==> config.mk <==
export PLATFORM = sky130hd
export DESIGN_NAME = dsp_pipe_delay_flat
export DESIGN_NICKNAME = d
export VERILOG_FILES = /design/src/rtl/dsp_pipe_pkg.sv /design/src/rtl/dsp_pipe_delay_if.sv /design/src/rtl/dsp_pipe_cell.sv /design/src/rtl/dsp_pipe_delay.sv /design/src/flat_wrapper.sv
export SDC_FILE = /design/constraint.sdc
export NUM_CORES = 1
export LEC_CHECK = 0
export CORE_ASPECT_RATIO = 1.2
export CORE_MARGIN = 2
export CORE_UTILIZATION = 42
export DETAILED_ROUTE_END_ITERATION = 6
export PLACE_DENSITY_LB_ADDON = 0.3
export SYNTH_ARGS = -nofsm -noshare
export SYNTH_HDL_FRONTEND = slang
export SYNTH_HIERARCHICAL = 1
export SYNTH_SLANG_ARGS = --single-unit
==> constraint.sdc <==
create_clock -name clk -period 2.37 [get_ports clk]
set_input_delay 0.474 -clock clk [delete_from_list [all_inputs] [get_ports clk]]
set_output_delay 0.474 -clock clk [all_outputs]
set_load 0.05 [all_outputs]
==> src/rtl/dsp_pipe_pkg.sv <==
// Shared constants and helpers for the DSP48A1 pipeline delay line.
// Feature macro used by the pipeline: DSP_PIPE_GATE_EN (data gating on invalid bubbles).
package dsp_pipe_pkg;

    localparam int DSP_WIDTH          = 48;
    localparam int DSP_PIPE_MAX_DEPTH = 8;

    // Width of the occupancy counter: enough to hold 0..depth, never narrower than one bit.
    function automatic int level_width(input int depth);
        int w;
        w = $clog2(depth + 1);
        return (w < 1) ? 1 : w;
    endfunction

endpackage

==> src/rtl/dsp_pipe_delay_if.sv <==
// Data/handshake bundle between a pipeline delay stage and its neighbours.
// The master side drives samples and controls, the slave side (the delay line) returns them.
interface dsp_pipe_delay_if #(
    parameter int WIDTH = 48,
    parameter int DEPTH = 1
);
    import dsp_pipe_pkg::*;

    localparam int LW = level_width(DEPTH);

    logic             clken;
    logic             flush;
    logic             in_valid;
    logic [WIDTH-1:0] din;
    logic             out_valid;
    logic [WIDTH-1:0] dout;
    logic             busy;
    logic [LW-1:0]    level;

    modport master (
        output clken, flush, in_valid, din,
        input  out_valid, dout, busy, level
    );

    modport slave (
        input  clken, flush, in_valid, din,
        output out_valid, dout, busy, level
    );

endinterface

==> src/rtl/dsp_pipe_cell.sv <==
// One register stage of the delay line: data plus valid bit.
// With DSP_PIPE_GATE_EN defined the data register only loads on a valid sample.
module dsp_pipe_cell
    import dsp_pipe_pkg::*;
#(
    parameter int WIDTH = DSP_WIDTH
) (
    input  logic             clk,
    input  logic             reset,
    input  logic             clken,
    input  logic             flush,
    input  logic             prev_valid,
    input  logic [WIDTH-1:0] prev_data,
    output logic             valid,
    output logic [WIDTH-1:0] data
);

    // Stage register: reset clears everything, flush drops validity but keeps data, enable advances.
    always_ff @(posedge clk) begin
        if (reset) begin
            valid <= 1'b0;
            data  <= '0;
        end else if (flush) begin
            valid <= 1'b0;
        end else if (clken) begin
            valid <= prev_valid;
`ifdef DSP_PIPE_GATE_EN
            if (prev_valid) begin
                data <= prev_data;
            end
`else
            data <= prev_data;
`endif
        end
    end

endmodule

==> src/rtl/dsp_pipe_delay.sv <==
// Parametrised WIDTH x DEPTH pipeline delay line with shared enable, flush and occupancy count.
// DEPTH=0 is a combinational pass-through. Optional macro: DSP_PIPE_GATE_EN
// (bubbles do not toggle data registers and dout reads zero while out_valid is low).
module dsp_pipe_delay
    import dsp_pipe_pkg::*;
#(
    parameter int WIDTH = DSP_WIDTH,
    parameter int DEPTH = 1
) (
    input logic             clk,
    input logic             reset,
    dsp_pipe_delay_if.slave bus
);

    localparam int LW = level_width(DEPTH);

    if (DEPTH < 0 || DEPTH > DSP_PIPE_MAX_DEPTH || WIDTH < 1 || WIDTH > 64) begin : g_bad_param
        $error("dsp_pipe_delay: illegal parameters WIDTH=%0d DEPTH=%0d", WIDTH, DEPTH);
    end

    if (DEPTH == 0) begin : g_bypass

        // Clock and controls have no effect without registers; collected here so they read as intentionally unused.
        wire unused_ok = &{1'b0, clk, reset, bus.clken, bus.flush};

        assign bus.dout      = bus.din;
        assign bus.out_valid = bus.in_valid;
        assign bus.busy      = 1'b0;
        assign bus.level     = '0;

    end else begin : g_pipe

        localparam logic [LW-1:0] ONE = LW'(1);

        // Index 0 is the incoming sample, index i+1 is the output of stage i.
        logic [DEPTH:0][WIDTH-1:0] stage_data;
        logic [DEPTH:0]            stage_valid;
        logic [LW-1:0]             level_q;
        logic                      last_valid;

        assign stage_data[0]  = bus.din;
        assign stage_valid[0] = bus.in_valid;
        assign last_valid     = stage_valid[DEPTH];

        for (genvar i = 0; i < DEPTH; i++) begin : g_stage
            dsp_pipe_cell #(
                .WIDTH(WIDTH)
            ) u_cell (
                .clk        (clk),
                .reset      (reset),
                .clken      (bus.clken),
                .flush      (bus.flush),
                .prev_valid (stage_valid[i]),
                .prev_data  (stage_data[i]),
                .valid      (stage_valid[i+1]),
                .data       (stage_data[i+1])
            );
        end

        // Occupancy tracks entries minus exits on enabled edges; it mirrors the valid bits so it stays within 0..DEPTH.
        always_ff @(posedge clk) begin
            if (reset || bus.flush) begin
                level_q <= '0;
            end else if (bus.clken) begin
                case ({bus.in_valid, last_valid})
                    2'b10:   level_q <= level_q + ONE;
                    2'b01:   level_q <= level_q - ONE;
                    default: level_q <= level_q;
                endcase
            end
        end

        assign bus.out_valid = last_valid;
        assign bus.level     = level_q;
        assign bus.busy      = (level_q != '0);
`ifdef DSP_PIPE_GATE_EN
        assign bus.dout      = last_valid ? stage_data[DEPTH] : '0;
`else
        assign bus.dout      = stage_data[DEPTH];
`endif

    end

endmodule

==> src/flat_wrapper.sv <==
// flat-port wrapper written by rule: the top's interface ports become plain ports
module dsp_pipe_delay_flat import dsp_pipe_pkg::*;
#(
    parameter int WIDTH = DSP_WIDTH,
    parameter int DEPTH = 1
)
  (clk, reset, bus_clken, bus_flush, bus_in_valid, bus_din, bus_out_valid, bus_dout, bus_busy, bus_level);
  dsp_pipe_delay_if #(.WIDTH(WIDTH), .DEPTH(DEPTH)) bus_i ();
  input logic clk;
  input logic reset;
  input wire logic [$bits(bus_i.clken)-1:0] bus_clken;
  input wire logic [$bits(bus_i.flush)-1:0] bus_flush;
  input wire logic [$bits(bus_i.in_valid)-1:0] bus_in_valid;
  input wire logic [$bits(bus_i.din)-1:0] bus_din;
  output wire logic [$bits(bus_i.out_valid)-1:0] bus_out_valid;
  output wire logic [$bits(bus_i.dout)-1:0] bus_dout;
  output wire logic [$bits(bus_i.busy)-1:0] bus_busy;
  output wire logic [$bits(bus_i.level)-1:0] bus_level;
  assign bus_i.clken = bus_clken;
  assign bus_i.flush = bus_flush;
  assign bus_i.in_valid = bus_in_valid;
  assign bus_i.din = bus_din;
  assign bus_out_valid = bus_i.out_valid;
  assign bus_dout = bus_i.dout;
  assign bus_busy = bus_i.busy;
  assign bus_level = bus_i.level;
  dsp_pipe_delay #(.WIDTH(WIDTH), .DEPTH(DEPTH)) u_core (.clk(clk), .reset(reset), .bus(bus_i));
endmodule
== Word level (Yosys, flattened, before mapping) ==
Cells that the tools add are included.

* Add/subtract/negate cells: 2
* Eq/ne operators: 2
* Multiplexer cells: 1
* Bitwise gates (word level): 1
* Reductions and logical operators: 5

{| class="wikitable"
|+ Operator list
! cell !! number
|-
| $reduce_and 2->1 || 2
|-
| $eq 2x1->1 const B || 1
|-
| $eq 2x2->1 const B || 1
|-
| $pmux 1 s2 || 1
|-
| $reduce_bool 2->1 || 1
|-
| $reduce_or 2->1 || 1
|-
| $add 1x1->1 const B || 1
|-
| $logic_or 1x1->1 || 1
|-
| $not 1->1 || 1
|-
| $sub 1x1->1 const B || 1
|}

* Flip-flop bits (word level): 50
* Output and inout bits: 51

== Logic depth before layout (Yosys ltp) ==
* Depth after elaboration: 3
* Depth in mapped cells: 4
* Mapped depth without buffers: 3

== Hierarchy ==
The synthesis kept the hierarchy.

{| class="wikitable"
|+ Modules (own cells, without submodules)
! module !! times used !! cells each !! area an instance (um^2) !! sequential area each (um^2)
|-
| dsp_pipe_cell || 1 || 221 || 2228.4 || 980.9
|-
| dsp_pipe_delay || 1 || 7 || 68.8 || 20.0
|}

== Worst setup path after synthesis ==
No wires, ideal clock.

* Path kind: reg-to-output
* Start point: register u_core.g_pipe.level_q, in the netlist u_core/bus.busy
* End point: output port bus_level
* Arrival: 0.933 ns
* Data required time: 1.896 ns
* Slack: 0.963 ns
* Cell stages (with the launch flop): 2
* Buffers on the path: 1
* Cell sequence: dfxtp_1 > buf_4

{| class="wikitable"
|+ RTL lines
! element !! line !! text
|-
| start, declared || dsp_pipe_delay.sv:38 || <nowiki>logic [LW-1:0] level_q;</nowiki>
|-
| start signal, assigned || dsp_pipe_delay.sv:66 || <nowiki>2'b10: level_q <= level_q + ONE;</nowiki>
|-
| start signal, assigned || dsp_pipe_delay.sv:67 || <nowiki>2'b01: level_q <= level_q - ONE;</nowiki>
|-
| start signal, assigned || dsp_pipe_delay.sv:68 || <nowiki>default: level_q <= level_q;</nowiki>
|-
| end, declared || flat_wrapper.sv:18 || <nowiki>output wire logic [$bits(bus_i.level)-1:0] bus_level;</nowiki>
|}

No word-level cell between the ends.

== Worst setup path in the final report ==
* Start point: register u_core.g_pipe.level_q, in the netlist u_core/bus.busy
* End point: output port bus_level

No word-level cell between the ends.

==> impl.org <==
** Layout
- After routing the design area is approximately 0.0034 mm^2.
- After the last flow step, the layout net total stands at 371.
- Layout Area Growth over Synthesis :: 48.5%
- After the flow finishes, the layout carries non-filler instances totaling ~380.
- Of the cells placed in the final design, the portion with a size suffix greater than 1 is under 10%.
- Diodes inserted :: 0
- After filler insertion, the fill cell instance count of the layout stands at around 460.

** Synthesis
- When the netlist entered floorplanning its net count stood at about 280.
- Summed over all instances, the cell type with the most area after synthesis is sky130_fd_sc_hd__dfxtp_1.
- Summing the sequential cell areas from Yosys gives 43.6% of the chip area.
- Number of instances in the synthesized netlist :: 228
- Summing every instance area after synthesis gives roughly 0.0023 mm^2.
- For this run, the leading register cell type out of synthesis is sky130_fd_sc_hd__dfxtp_1.
- Counting flops with a built-in enable in the synthesized netlist gives 0.
- Area share of the largest cell type after synthesis :: 43.6%
- The Yosys step of the flow raised 6 warnings.
- Number of different library cells in the post-synthesis netlist :: 15
- Count leader, synth :: sky130_fd_sc_hd__dfxtp_1
- After synthesis, the share of flip-flops with an asynchronous set or reset is 0%.
- Total of flip-flops plus latches after synthesis :: 50
- In the synthesized netlist, the cells that appear most often are sky130_fd_sc_hd__dfxtp_1 (50), sky130_fd_sc_hd__nand2b_1 (48), sky130_fd_sc_hd__nand4bb_1 (48), sky130_fd_sc_hd__o21ai_1 (48), sky130_fd_sc_hd__clkbuf_1 (13).
- Leading cell types by total area after synthesis :: sky130_fd_sc_hd__dfxtp_1 (44%), sky130_fd_sc_hd__nand4bb_1 (24%), sky130_fd_sc_hd__nand2b_1 (13%)
- Each instance of the synthesized netlist takes up on average approximately 10 um^2.

** STA
- Tightest slew margin relative to the limit :: between 60% and 70%
- Pins over their slew limit :: 0
- The worst path uses 85.0% of the clock period.
- Between clock sinks in the finished design, the worst skew comes to 0.0246 ps.
- Final critical path time including I/O delays and setup :: 2010 ps
- Adding up every negative setup slack in the final design gives 0 ps.
- Number of endpoints failing setup at the final stage :: 0
- Setup repair after global routing missed its margin :: no
- At the pin with the least slew margin, the transition time is between 500 and 600 ps.
- The count of final hold-check violations came to 0.
- Timing would allow up to 0.496 GHz.

** Worst setup path
- Worst R2R Setup Slack :: roughly 1300 ps
- Critical path data arrival time :: 1540 ps
- Data required, critical path :: 1900 ps
- In this design, the stage delay of the slowest critical-path cell is 830 ps.
- Counting cells, the worst reg-to-reg path comes to 3.
- CP Capture Type :: output port
- Broken down by cell family, the worst path's largest delay share belongs to buffers and inverters.
- The startpoint identified for the worst register-to-register timing path is u_core/g_pipe.g_stage[0].u_cell/valid.
- Worst r2r dst :: u_core/bus.busy
- Type of the worst setup path :: flip-flop to output port
- Of all nets on the critical path, the largest fanout is 4.
- Together, buffers and inverters on the worst path number 1.
- For this design, the slowest cell found on the critical path is sky130_fd_sc_hd__clkdlybuf4s50_1.
- Crit path launch type :: flip-flop
- Sequence of cells on the critical path :: clkdlybuf4s50_1

** Hold path
- Counting instances, the worst hold path has a depth of 2.
- The path class of the tightest hold or removal check is flip-flop to flip-flop.
- Endpoint of the worst hold-timing path :: u_core/g_pipe.g_stage[0].u_cell/data[8]
- The worst hold path begins at u_core/g_pipe.g_stage[0].u_cell/data[8].

** Routing
- Initial detailed-routing violation count :: 112
- Per-cell routed wire length :: around 15 um
- DRC Markers :: 0
- The count of nets left with antenna violations once routing finished came out at 0.
- Number of vias after detailed routing :: 2007
- Initial DRT Pass Iterations :: 5
- Wires add up to around 5700 um.
- Using the TritonRoute via totals, the vias-per-cell ratio works out to 5.27.

** Floorplanning
- After floorplanning, the core was sized to cover 0.00530 mm^2.
- I/O pins :: 104
- Chip height :: around 85 um
- DIE WIDTH :: 71.5 um
- The die covers roughly 0.006 mm^2.
- Core Rows :: 29
- For this configuration, the core starts out at a cell density of a little over two fifths.

** Power
- After layout, the design draws a total of between 1.5 and 2 mW.
- The worst-case IR drop observed on VDD is roughly 330 uV.
- Power per Cell Area :: 549 mW/mm^2
- Total leakage power :: 1.15 nW

** Global routing
- GRT Residual Overflow :: 0
- Number of global-route vias before repair :: 1916
- For this run, the total global-route usage over all layers was measured as 18.3%.
- Initial antenna violation count :: 0
- Maximum number of pins on one net before global-route repair :: 65
- Global-route wire length before repair :: ~9000 um

** Flow run
- Across the run, the number of max-cap violations was 0.

** Placement
- During placement, the flow inserted port buffers numbering between 100 and 150.
- DP Wirelength :: 3660 um
- Post-Place Cell Area :: approximately 0.0033 mm^2
- Final GP Congestion :: 0.735
- Once placement completed, the tool counted placed cells totaling 373.

** Clocking
- After clock tree synthesis, the clock-pin slew on the worst setup and hold paths is 90 ps.
- Quantity of hold-fixing buffers added after cts :: 0
- Counting the buffers created by CTS gives 5.
- Depth of the CTS H-tree :: 2
- CTS-repair resized insts :: 0
- TritonCTS built the clock tree.
- The cell sitting at the root of the clock tree is a sky130_fd_sc_hd__clkbuf_8.
- Count of buffers added by post-CTS timing repair for setup :: 0
- Worst-skew pair later-pin latency :: 300 ps
- Max Buffers Root-to-Sink :: 2
- For this design, the sink count on the clock tree is 50.

** Outcome
- The run finished with clean final reports.
## power breakdown
| part | leakage, nW | total [mW] | switching (mW) | internal (mW) |
|---|---|---|---|---|
| Sequential | 0.409 | 0.903 | 0.0227 | 0.881 |
| Clock | 0.0482 | 0.505 | 0.269 | 0.236 |
| Combinational | 0.692 | 0.464 | 0.252 | 0.212 |
## stage by stage
stage	setup WS [ps]	util [%]	hold WS, ps
2_1_floorplan	963	-	609
3_3_place_gp	609	62.7	451
3_5_place_dp	583	62.7	454
4_1_cts	349	64.4	469
5_1_grt	334	64.4	486
6_report	356	64.4	465
## final cells by class
type	instances	area [um^2]	share of cell area, %
Clock inverter	1	5.00	0.147
Multi-Input combinational cell	151	1150	33.6
Sequential cell	50	1000	29.3
Inverter	1	3.75	0.110
Clock buffer	7	86.3	2.53
Tap cell	62	77.6	2.27
Timing Repair Buffer	109	1090	32.0
## metal layers
layer	vias up	track usage, %	share of wire, %
li1	992	-	-
met1	930	24.3	45
met2	74	27.8	45
met3	11	4.63	7.7
met4	0	8.92	2.3
met5	-	0	0
## state kept, by name, summed over array words and instances, names as in the netlist
name,flops
u_core/g_pipe.g_stage.u_cell/valid,1
u_core/bus.busy,1
u_core/g_pipe.g_stage.u_cell/data,48
## worst max-delay path by stage
stage,depth (start not counted),from,endpoint
3_3_place_gp,4,bus_flush,u_core/bus.busy
5_1_grt,1,u_core/bus.busy,bus_level
3_5_place_dp,4,bus_flush,u_core/bus.busy
2_1_floorplan,1,u_core/bus.busy,bus_level
4_1_cts,1,u_core/bus.busy,bus_level
6_report,1,u_core/bus.busy,bus_level
## cell families (layout without fill, tap and decap cells)
kind of cell              count (synthesis)  count (layout)  share of synthesized area (%)
buffers and inverters                    27             118                           6.70
AOI/OAI and AO/OA                        50              50                           11.5
and+or+nand+nor                          99              99                           37.4
DFF                                      50              50                           43.6
xor gates and xnor gates                  1               1                          0.381
muxes                                     1               1                          0.436
## cell usage in the layout, fill, tap and decap left out
master and instances:
sky130_fd_sc_hd__o21ai_1 48, sky130_fd_sc_hd__buf_4 4, sky130_fd_sc_hd__xor2_1 1, sky130_fd_sc_hd__nor2b_4 1, sky130_fd_sc_hd__clkinv_2 1, sky130_fd_sc_hd__dfxtp_1 50
sky130_fd_sc_hd__a31o_1 1, sky130_fd_sc_hd__a2111oi_2 1, sky130_fd_sc_hd__clkbuf_8 6, sky130_fd_sc_hd__nand4bb_1 48, sky130_fd_sc_hd__nand2b_1 48, sky130_fd_sc_hd__inv_1 1
sky130_fd_sc_hd__buf_2 2, sky130_fd_sc_hd__clkdlybuf4s50_1 101, sky130_fd_sc_hd__clkbuf_1 1, sky130_fd_sc_hd__buf_12 2, sky130_fd_sc_hd__nor3_1 2, sky130_fd_sc_hd__mux2i_1 1
(Power assumes the default switching activity.)
==> variant (same flow settings) <==
The option `DSP_PIPE_GATE_EN` is turned on by a define.
--- a/src/rtl/dsp_pipe_cell.sv
+++ b/src/rtl/dsp_pipe_cell.sv
@@ -1,5 +1,7 @@
 // One register stage of the delay line: data plus valid bit.
 // With DSP_PIPE_GATE_EN defined the data register only loads on a valid sample.
+`define DSP_PIPE_GATE_EN
+
 module dsp_pipe_cell
     import dsp_pipe_pkg::*;
 #(
Behaviour: not the same (Yosys sat finds a counterexample within 4 cycles, from zero or initial values and one cycle with reset high).
==> variant against the unedited design <==
  * First-iteration DRC count shrank 25%
  * Sequential cell count did not move
  * Die area rose by 12%
  * Count of clock-buffer cells in the layout down 2
  * Total power shrank 6.5%
  * Critical endpoint unchanged
  * Core utilization is 6.6 points higher
  * Setup slack better by 25 ps
  * Largest cell class is now buffers
  * Routed wire length rose by 1.4%
  * Fmax rose by 1.3%
  * Register-to-register slack worse by 250 ps
  * Area after synthesis up 12%
  * Cell area increased by 24%
  * Critical path type unchanged
==> variant: results (changes against the unedited design) <==
| Metric | Value |
|---|---|
| Synth unique cells | `16 (was 15)` |
| Most area-consuming cells after synthesis | `dfxtp_1 (39%), nand2b_1 (23%), mux2i_1 (19%) (was dfxtp_1 (44%), nand4bb_1 (24%), nand2b_1 (13%))` |
| Pleak | `1.580 nW (was 1.149 nW)` |
| Status | `complete, no violations (unchanged)` |
| Compound-Gate Fraction of Synth Area | `0.9223% (was 11.49%)` |
| Power per Cell Area | `412.5 nW/um^2 (was 548.8 nW/um^2)` |
| XOR/XNOR Fraction of Synth Area | `0.3398% (was 0.3813%)` |
| P_clk | `0.000605 W (was 0.000505 W)` |
| Final WL | `5739 um (was 5657 um)` |
| FILL cells | `475 (was 455)` |
| Layout Cells excl Fill | `448 (was 381)` |
| Internal cell power | `0.001344 W (was 0.001328 W)` |
| Setup Skew | `0.4981 ps (was 0.02456 ps)` |
| Post-synthesis sequential area ratio | `38.83% (was 43.57%)` |
| Pin count of the biggest net entering global routing | `54 (was 65)` |
| Seq pwr share | `50.5% (was 48.2%)` |
| Dpl cells | `440 (was 373)` |
| Routed vias/inst | `4.592 (was 5.268)` |
| Syn_nets | `325 (was 281)` |
| Worst slew pin tran | `509.7 ps (was 522.3 ps)` |
| Top post-synthesis cells by count | `nand2b_1 (96), dfxtp_1 (50), mux2i_1 (49), and2_1 (48), clkbuf_1 (11) (was dfxtp_1 (50), nand2b_1 (48), nand4bb_1 (48), o21ai_1 (48), clkbuf_1 (13))` |
| Post-placement cell area | `4130 um^2 (was 3321 um^2)` |
| Vias in the first global route | `2093 (was 1916)` |
| Maximum VDD drop | `248.2 uV (was 327.2 uV)` |
| Mux cell area share after synthesis | `19.03% (was 0.4357%)` |
## variant: cell types whose count changed after synthesis
| cell | before | now |
|---|---|---|
| mux2i_1 | 1 | 49 |
| o21ai_1 | 48 | 0 |
| clkbuf_2 | 0 | 1 |
| nand4bb_1 | 48 | 0 |
| clkbuf_1 | 13 | 11 |
| and3b_1 | 0 | 1 |
| and2_1 | 0 | 48 |
| buf_8 | 0 | 2 |
| nor2b_2 | 1 | 0 |
| buf_2 | 6 | 4 |
| buf_6 | 5 | 1 |
| buf_4 | 2 | 3 |
| nand2b_1 | 48 | 96 |
## variant: final cells by class
cell class	count	area (um^2)	area share [%]
Inverter	1	3.754	0.08844
Clock buffer	5	68.82	1.621
Sequential cell	50	1001	23.58
Timing Repair Buffer	108	1579	37.21
Tap cell	82	102.6	2.417
Multi-Input combinational cell	199	1444	34.02
Clock inverter	3	45.04	1.061
## variant: path summary, 6_finish.rpt
| path | slack, ps | from | endpoint |
|---|---|---|---|
| hold / removal | 470 | u_core/g_pipe.g_stage[0].u_cell/data[4]$_SDFFE_PP0P_ | u_core/g_pipe.g_stage[0].u_cell/data[4]$_SDFFE_PP0P_ |
| setup / recovery | 380 | u_core/bus.busy$_SDFFE_PP0P_ | bus_level |
| hold reg to reg | 470 | u_core/g_pipe.g_stage[0].u_cell/data[4]$_SDFFE_PP0P_ | u_core/g_pipe.g_stage[0].u_cell/data[4]$_SDFFE_PP0P_ |
| setup reg to reg | 1060 | u_core/g_pipe.g_stage[0].u_cell/valid$_SDFFE_PP0P_ | u_core/bus.busy$_SDFFE_PP0P_ |
## variant: routing by layer
metal	routed length, um	global-route usage [%]	up-vias
li1	-	-	1040
met1	2457	22.71	943
met2	2783	27.90	68
met3	402	4.933	6
met4	96	6.579	0
met5	0	0	-
